[src/rtl/matmult_pkg.sv]
// Shared types and sizing helpers for the sequential matrix multiplier.
package matmult_pkg;

  typedef enum logic [1:0] {
    LOAD    = 2'd0,
    COMPUTE = 2'd1,
    OUTPUT  = 2'd2
  } state_e;

  // Result width: two W-bit operands plus headroom for summing N products.
  function automatic int matmult_ow(input int n, input int w);
    return 2 * w + $clog2(n);
  endfunction

endpackage

[src/rtl/matmult_if.sv]
// Element input stream and result output stream of the matrix multiplier.
interface matmult_if
  import matmult_pkg::*;
#(
  parameter int N = 2,
  parameter int W = 2
) ();

  localparam int OW = matmult_ow(N, W);

  logic [W-1:0]  in_data;
  logic          in_valid;
  logic          in_ready;
  logic [OW-1:0] out_data;
  logic          out_valid;
  logic          out_ready;
  logic          out_last;

  modport slave (
    input  in_data, in_valid, out_ready,
    output in_ready, out_data, out_valid, out_last
  );

  modport master (
    output in_data, in_valid, out_ready,
    input  in_ready, out_data, out_valid, out_last
  );

endinterface

[src/rtl/matmult_mac.sv]
// Registered multiply-accumulate with clear-on-first; MATMULT_SIGNED_EN selects
// two's-complement operands, otherwise operands are unsigned.
module matmult_mac #(
  parameter int W  = 2,
  parameter int OW = 5
) (
  input  logic          clk,
  input  logic          reset,
  input  logic          en,
  input  logic          first,
  input  logic [W-1:0]  a,
  input  logic [W-1:0]  b,
  output logic [OW-1:0] sum
);

`ifdef MATMULT_SIGNED_EN
  function automatic logic signed [OW-1:0] ext_op(input logic [W-1:0] v);
    return {{(OW-W){v[W-1]}}, v};
  endfunction

  logic signed [OW-1:0] a_ext;
  logic signed [OW-1:0] b_ext;
  logic signed [OW-1:0] prod;
  logic signed [OW-1:0] base;
  logic signed [OW-1:0] sum_s;
  logic signed [OW-1:0] acc_d;
  logic signed [OW-1:0] acc_q;
`else
  function automatic logic [OW-1:0] ext_op(input logic [W-1:0] v);
    return {{(OW-W){1'b0}}, v};
  endfunction

  logic [OW-1:0] a_ext;
  logic [OW-1:0] b_ext;
  logic [OW-1:0] prod;
  logic [OW-1:0] base;
  logic [OW-1:0] sum_s;
  logic [OW-1:0] acc_d;
  logic [OW-1:0] acc_q;
`endif

  // The true sum always fits in OW bits, so keeping the low OW bits of the
  // product is exact in both signed and unsigned modes.
  always_comb begin
    a_ext = ext_op(a);
    b_ext = ext_op(b);
    prod  = a_ext * b_ext;
    base  = first ? '0 : acc_q;
    sum_s = base + prod;
    acc_d = en ? sum_s : acc_q;
  end

  assign sum = sum_s;

  always_ff @(posedge clk) begin
    if (reset) begin
      acc_q <= '0;
    end else begin
      acc_q <= acc_d;
    end
  end

endmodule

[src/rtl/matrix_mult_seq.sv]
// Sequential NxN matrix multiplier: stream in A then B, compute C = A*B on one
// shared MAC, stream out C row-major. MATMULT_SIGNED_EN enables signed elements.
module matrix_mult_seq
  import matmult_pkg::*;
#(
  parameter int N = 2,
  parameter int W = 2
) (
  input  logic       clk,
  input  logic       reset,
  matmult_if.slave   bus,
  output logic       busy
);

  localparam int OW     = matmult_ow(N, W);
  localparam int NN     = N * N;
  localparam int IDX_W  = (N > 1) ? $clog2(N) : 1;
  localparam int ADDR_W = (NN > 1) ? $clog2(NN) : 1;
  localparam int LD_W   = $clog2(2 * NN);

  localparam logic [LD_W-1:0]  LD_LAST   = LD_W'(2 * NN - 1);
  localparam logic [LD_W-1:0]  LD_B_BASE = LD_W'(NN);
  localparam logic [IDX_W-1:0] IDX_LAST  = IDX_W'(N - 1);

  state_e          state_q, state_d;
  logic [LD_W-1:0] ld_cnt_q, ld_cnt_d;
  logic [IDX_W-1:0] i_q, i_d;
  logic [IDX_W-1:0] j_q, j_d;
  logic [IDX_W-1:0] k_q, k_d;
  logic [OW-1:0]   out_data_q, out_data_d;

  logic [W-1:0] a_mem_q [NN];
  logic [W-1:0] a_mem_d [NN];
  logic [W-1:0] b_mem_q [NN];
  logic [W-1:0] b_mem_d [NN];

  logic              in_ready;
  logic              in_hs;
  logic              mac_en;
  logic              mac_first;
  logic [OW-1:0]     mac_sum;
  logic [ADDR_W-1:0] a_addr;
  logic [ADDR_W-1:0] b_addr;
  logic [ADDR_W-1:0] ld_addr;
  logic [LD_W-1:0]   ld_off;
  logic              at_last_ij;

  // in_ready is gated by reset so nothing is accepted while reset is held.
  assign in_ready   = (state_q == LOAD) && !reset;
  assign in_hs      = bus.in_valid && in_ready;
  assign at_last_ij = (i_q == IDX_LAST) && (j_q == IDX_LAST);

  assign a_addr  = ADDR_W'(ADDR_W'(i_q) * ADDR_W'(N) + ADDR_W'(k_q));
  assign b_addr  = ADDR_W'(ADDR_W'(k_q) * ADDR_W'(N) + ADDR_W'(j_q));
  assign ld_off  = ld_cnt_q - LD_B_BASE;
  assign ld_addr = (ld_cnt_q < LD_B_BASE) ? ADDR_W'(ld_cnt_q) : ADDR_W'(ld_off);

  matmult_mac #(
    .W  (W),
    .OW (OW)
  ) u_mac (
    .clk   (clk),
    .reset (reset),
    .en    (mac_en),
    .first (mac_first),
    .a     (a_mem_q[a_addr]),
    .b     (b_mem_q[b_addr]),
    .sum   (mac_sum)
  );

  always_comb begin
    state_d    = state_q;
    ld_cnt_d   = ld_cnt_q;
    i_d        = i_q;
    j_d        = j_q;
    k_d        = k_q;
    out_data_d = out_data_q;
    a_mem_d    = a_mem_q;
    b_mem_d    = b_mem_q;
    mac_en     = 1'b0;
    mac_first  = 1'b0;

    unique case (state_q)
      LOAD: begin
        if (in_hs) begin
          if (ld_cnt_q < LD_B_BASE) begin
            a_mem_d[ld_addr] = bus.in_data;
          end else begin
            b_mem_d[ld_addr] = bus.in_data;
          end
          if (ld_cnt_q == LD_LAST) begin
            ld_cnt_d = '0;
            i_d      = '0;
            j_d      = '0;
            k_d      = '0;
            state_d  = COMPUTE;
          end else begin
            ld_cnt_d = ld_cnt_q + LD_W'(1);
          end
        end
      end

      COMPUTE: begin
        mac_en    = 1'b1;
        mac_first = (k_q == '0);
        if (k_q == IDX_LAST) begin
          k_d        = '0;
          out_data_d = mac_sum;
          state_d    = OUTPUT;
        end else begin
          k_d = k_q + IDX_W'(1);
        end
      end

      OUTPUT: begin
        if (bus.out_ready) begin
          if (at_last_ij) begin
            i_d      = '0;
            j_d      = '0;
            k_d      = '0;
            ld_cnt_d = '0;
            state_d  = LOAD;
          end else begin
            if (j_q == IDX_LAST) begin
              j_d = '0;
              i_d = i_q + IDX_W'(1);
            end else begin
              j_d = j_q + IDX_W'(1);
            end
            state_d = COMPUTE;
          end
        end
      end

      default: state_d = LOAD;
    endcase
  end

  always_ff @(posedge clk) begin
    if (reset) begin
      state_q    <= LOAD;
      ld_cnt_q   <= '0;
      i_q        <= '0;
      j_q        <= '0;
      k_q        <= '0;
      out_data_q <= '0;
    end else begin
      state_q    <= state_d;
      ld_cnt_q   <= ld_cnt_d;
      i_q        <= i_d;
      j_q        <= j_d;
      k_q        <= k_d;
      out_data_q <= out_data_d;
    end
  end

  // Matrix storage is never cleared; every element is rewritten by the next load.
  always_ff @(posedge clk) begin
    a_mem_q <= a_mem_d;
    b_mem_q <= b_mem_d;
  end

  assign bus.in_ready  = in_ready;
  assign bus.out_valid = (state_q == OUTPUT);
  assign bus.out_data  = out_data_q;
  assign bus.out_last  = (state_q == OUTPUT) && at_last_ij;
  assign busy          = (state_q != LOAD);

endmodule

[src/flat_wrapper.sv]
// flat-port wrapper written by rule: the top's interface ports become plain ports
module matrix_mult_seq_flat import matmult_pkg::*;
#(
  parameter int N = 2,
  parameter int W = 2
)
  (clk, reset, busy, bus_in_data, bus_in_valid, bus_out_ready, bus_in_ready, bus_out_data, bus_out_valid, bus_out_last);
  matmult_if #(.N(N), .W(W)) bus_i ();
  input  logic clk;
  input  logic reset;
  output logic busy;
  input wire logic [$bits(bus_i.in_data)-1:0] bus_in_data;
  input wire logic [$bits(bus_i.in_valid)-1:0] bus_in_valid;
  input wire logic [$bits(bus_i.out_ready)-1:0] bus_out_ready;
  output wire logic [$bits(bus_i.in_ready)-1:0] bus_in_ready;
  output wire logic [$bits(bus_i.out_data)-1:0] bus_out_data;
  output wire logic [$bits(bus_i.out_valid)-1:0] bus_out_valid;
  output wire logic [$bits(bus_i.out_last)-1:0] bus_out_last;
  assign bus_i.in_data = bus_in_data;
  assign bus_i.in_valid = bus_in_valid;
  assign bus_i.out_ready = bus_out_ready;
  assign bus_in_ready = bus_i.in_ready;
  assign bus_out_data = bus_i.out_data;
  assign bus_out_valid = bus_i.out_valid;
  assign bus_out_last = bus_i.out_last;
  matrix_mult_seq #(.N(N), .W(W)) u_core (.clk(clk), .reset(reset), .bus(bus_i), .busy(busy));
endmodule
[config.mk]
export PLATFORM = sky130hd
export DESIGN_NAME = matrix_mult_seq_flat
export DESIGN_NICKNAME = d
export VERILOG_FILES = /design/src/rtl/matmult_pkg.sv /design/src/rtl/matmult_if.sv /design/src/rtl/matmult_mac.sv /design/src/rtl/matrix_mult_seq.sv /design/src/flat_wrapper.sv
export SDC_FILE = /design/constraint.sdc
export NUM_CORES = 1
export LEC_CHECK = 0
export BUFFER_PORTS_ARGS = -buffer_cell sky130_fd_sc_hd__buf_2
export CORE_ASPECT_RATIO = 2
export CORE_MARGIN = 4
export CORE_UTILIZATION = 35
export DETAILED_ROUTE_END_ITERATION = 7
export GPL_TIMING_DRIVEN = 0
export HOLD_SLACK_MARGIN = 0.1
export PLACE_DENSITY = 0.49
export SLEW_MARGIN = 25
export SYNTH_ARGS = -nofsm -noshare
export SYNTH_HDL_FRONTEND = slang
export SYNTH_SLANG_ARGS = --single-unit
[constraint.sdc]
create_clock -name clk -period 3.48 [get_ports clk]
set_input_delay 0.696 -clock clk [delete_from_list [all_inputs] [get_ports clk]]
set_output_delay 0.696 -clock clk [all_outputs]
set_load 0.01 [all_outputs]
==> flow_summary.json <==
{
  "outcome": "finished, final reports clean",
  "internal-power_uw": 729,
  "drv_slew": 0,
  "power_uw": 913,
  "grt.total_usage_pct": 13.7,
  "synthSimpleGateAreaFrac_pct": 21.9,
  "clock_path_buffers": 2,
  "synth_compound_area_share_pct": 10.4,
  "relSlewSlack_pct": 65.4,
  "timing.rr.start": "u_core.k_q",
  "cp_slowest_cell": "mux4_2",
  "cts_num_sinks": 34,
  "synth_edf_count": 16,
  "leakage_nw": 0.803,
  "p_clk_share_pct": 48.2,
  "dp_hpwl_um": 2990,
  "grt_max_degree": 13,
  "cp_max_fo": 10,
  "yosys_warnings": 0,
  "worstMarginPinSlew_ps": 519,
  "rsz0062_at_grt": "no",
  "antenna_cells": 0,
  "muxShareOfSynthArea_pct": 5.65,
  "crit_path_max_incr_delay_ps": 540,
  "clock_skew_ps": 5.57,
  "synth_adder_area_share_pct": 9.32,
  "wl_per_cell_um": 16.2,
  "finalHoldViolations": 0,
  "fin_setup_tns_ps": 0,
  "ant_nets": 0,
  "clock.fmax_mhz": 345,
  "maxCapViolations": 0,
  "syn_nets": 178,
  "htreeDepth": 2,
  "vdd.ir_drop.worst_mv": 0.282,
  "viasPerCell": 5.26,
  "p_seq_share_pct": 46.9,
  "r2r_slack_ps": 580,
  "crit_chain": "buf_2, mux4_2, and2_1, fa_1, ha_1, inv_1, fa_1, xnor2_1, nand2_1, a21oi_1",
  "drive_gt1_share_pct": 21.0,
  "synthToLayoutAreaGrowth_pct": 15.5,
  "synthArstFlopShare_pct": 0,
  "dr_total_vias": 1252,
  "netlist_area_sq_um": 1770,
  "p_comb_share_pct": 4.9,
  "initial_utilization_pct": 36.1,
  "worstHoldStart": "u_core.u_mac.acc_q[1]",
  "critPathKind": "reg -> reg",
  "power.density_nw_per_um2": 446,
  "end_kind": "flip-flop",
  "ys.flop_type": "dfxtp_1",
  "dr.first_iter.drc_count": 38,
  "die_y_um": 109,
  "setup_viol": 0,
  "grt_remaining_overflow": 0,
  "cts_tree": "built",
  "synth_seq_area_share_pct": 47.4,
  "die-area_sq_um": 6340,
  "wirelength_um": 3850,
  "cp.arrival_ps": 3120,
  "synth-seq-cells": 34,
  "crit_required_ps": 3700,
  "timing.final.crit_share_pct": 83.3,
  "p_sw_uw": 184,
  "cts.hold.buffers_added": 0,
  "cts_root_buf": "clkbuf_8",
  "row_count": 36,
  "clkTransAtPathRegs_ps": 80,
  "port_buffers": 13,
  "r2r_end": "u_core.bus.out_data[3]",
  "whs_path_depth": 2,
  "cts_resized": 0,
  "syn_avg_cell_area_sq_um": 11.1,
  "first_pass_iters": 4,
  "antenna_found_initial": 0,
  "worstHoldPathType": "reg -> reg",
  "grt_pass1_wl_um": 6420,
  "grt_pass1_vias": 1314,
  "ios": 15,
  "drc": 0,
  "start_kind": "flip-flop",
  "synth_top_family_by_area": "simple AND/OR/NAND/NOR gates",
  "cp_common_cell": "fa_1",
  "whs_endpoint": "u_core.u_mac.acc_q[1]",
  "ff2ff_path_depth": 10,
  "yosysUniqueCellTypes": 46,
  "final_nets": 198,
  "synth_xor_area_share_pct": 0.494,
  "placed_area_sq_um": 1910,
  "post_cts_buffers": 0,
  "cts_made_buffers": 5,
  "finalInstanceArea_sq_um": 2050,
  "fp.dieW_um": 58.3,
  "core-area_sq_um": 4910,
  "switching_share_pct": 20.1,
  "clk_latency_ps": 280,
  "fin_crit_ps": 2900,
  "gp_congestion": 0.791,
  "synthCells": 160
}
-- cell usage after synthesis (2+ instances only) --
| library cell | n | area, sq um |
|---|---|---|
| nand4_1 | 3 | 18.8 |
| and2_1 | 13 | 81.3 |
| buf_2 | 3 | 15.0 |
| nand2_1 | 18 | 67.6 |
| buf_4 | 2 | 15.0 |
| nand3_1 | 2 | 10.0 |
| nand2b_1 | 4 | 25.0 |
| edfxtp_1 | 16 | 480 |
| o31ai_1 | 2 | 15.0 |
| a211oi_1 | 2 | 15.0 |
| clkbuf_1 | 2 | 7.51 |
| inv_1 | 9 | 33.8 |
| nor2b_1 | 3 | 18.8 |
| a21oi_1 | 10 | 50.1 |
| and3_1 | 4 | 25.0 |
| mux4_2 | 4 | 90.1 |
| fa_1 | 2 | 40.0 |
| nor2_1 | 5 | 18.8 |
| ha_1 | 10 | 125 |
| dfxtp_1 | 18 | 360 |
| nand3b_1 | 3 | 22.5 |
-- how the worst max path moves through the flow --
stage | from | endpoint | slack (ps) | depth (start not counted)
2_1_floorplan | u_core.k_q | u_core.u_mac.acc_q[3] | 810 | 10
3_3_place_gp | u_core.k_q | u_core.u_mac.acc_q[3] | 590 | 10
3_5_place_dp | u_core.k_q | u_core.bus.out_data[3] | 550 | 10
4_1_cts | u_core.k_q | u_core.bus.out_data[3] | 530 | 10
5_1_grt | u_core.k_q | u_core.u_mac.acc_q[3] | 390 | 10
6_report | u_core.k_q | u_core.bus.out_data[3] | 580 | 10
-- layout by cell type, fill, tap and decap left out, types with 4 or more instances in the layout --
master / n
edfxtp_1: 16
and2_1: 13
clkbuf_8: 5
nor2_1: 5
nand2_1: 18
dfxtp_1: 18
inv_1: 9
a21oi_1: 10
and3_1: 4
mux4_2: 4
nand2b_1: 4
buf_2: 16
ha_1: 10
-- worst max-delay path: cells and delay by family, from the launching register on --
kind,cells,cell delay (ps)
fa+ha+maj,3,1070
mux,1,540
flops,1,310
buf+inv,2,280
simple gates,2,280
xor+xnor,1,220
compound gates,1,130
-- state kept, by name, summed over array words and instances, names as in the netlist --
signal / cells
u_core.a_mem_q: 8
u_core.ld_cnt_q: 3
u_core.i_q: 1
u_core.k_q: 1
u_core.bus.out_data: 5
u_core.state_q: 2
u_core.u_mac.acc_q: 5
u_core.j_q: 1
u_core.b_mem_q: 8
-- cells by family after synthesis --
logic type,count (synthesis)
AO/OA/AOI/OAI,25
flip-flops,34
XOR/XNOR,1
adder cells (fa/ha/maj),12
AND/OR/NAND/NOR,65
buffers and inverters,18
multiplexers,5
-- cell type report --
type,count,area [sq um]
fill,476,2860
multi-input combinational,108,846
sequential,34,841
tap,57,71.3
clock buffer,5,68.8
clock inverter,3,68.8
timing repair buffer,13,65.1
buffer,8,48.8
inverter,10,37.5
-- metrics by stage --
step	hold WS (ps)	utilization (%)	setup slack (ps)	instances
6_report	465	41.7	580	238
3_5_place_dp	450	38.9	549	230
4_1_cts	460	41.7	530	238
2_1_floorplan	432	-	813	160
5_1_grt	482	41.7	386	238
3_3_place_gp	446	38.9	591	230
-- power groups by stage --
stage          registers [mW]  clock network, mW  logic, mW
2_1_floorplan           0.436                  0     0.0298
3_3_place_gp            0.437                  0     0.0439
3_5_place_dp            0.438                  0     0.0454
4_1_cts                 0.428              0.447     0.0459
5_1_grt                 0.429              0.463     0.0509
6_report                0.428              0.440     0.0446
-- layer usage --
| metal | GRT usage, % | wire length, um | vias up |
|---|---|---|---|
| met3 | 2.49 | 87 | 9 |
| met4 | 6.97 | 98 | 0 |
| met1 | 14.1 | 1420 | 610 |
| met2 | 25.4 | 2250 | 16 |
| li1 | - | - | 617 |
| met5 | 0 | 0 | - |
Note: power is estimated with default switching activity, not from simulation.
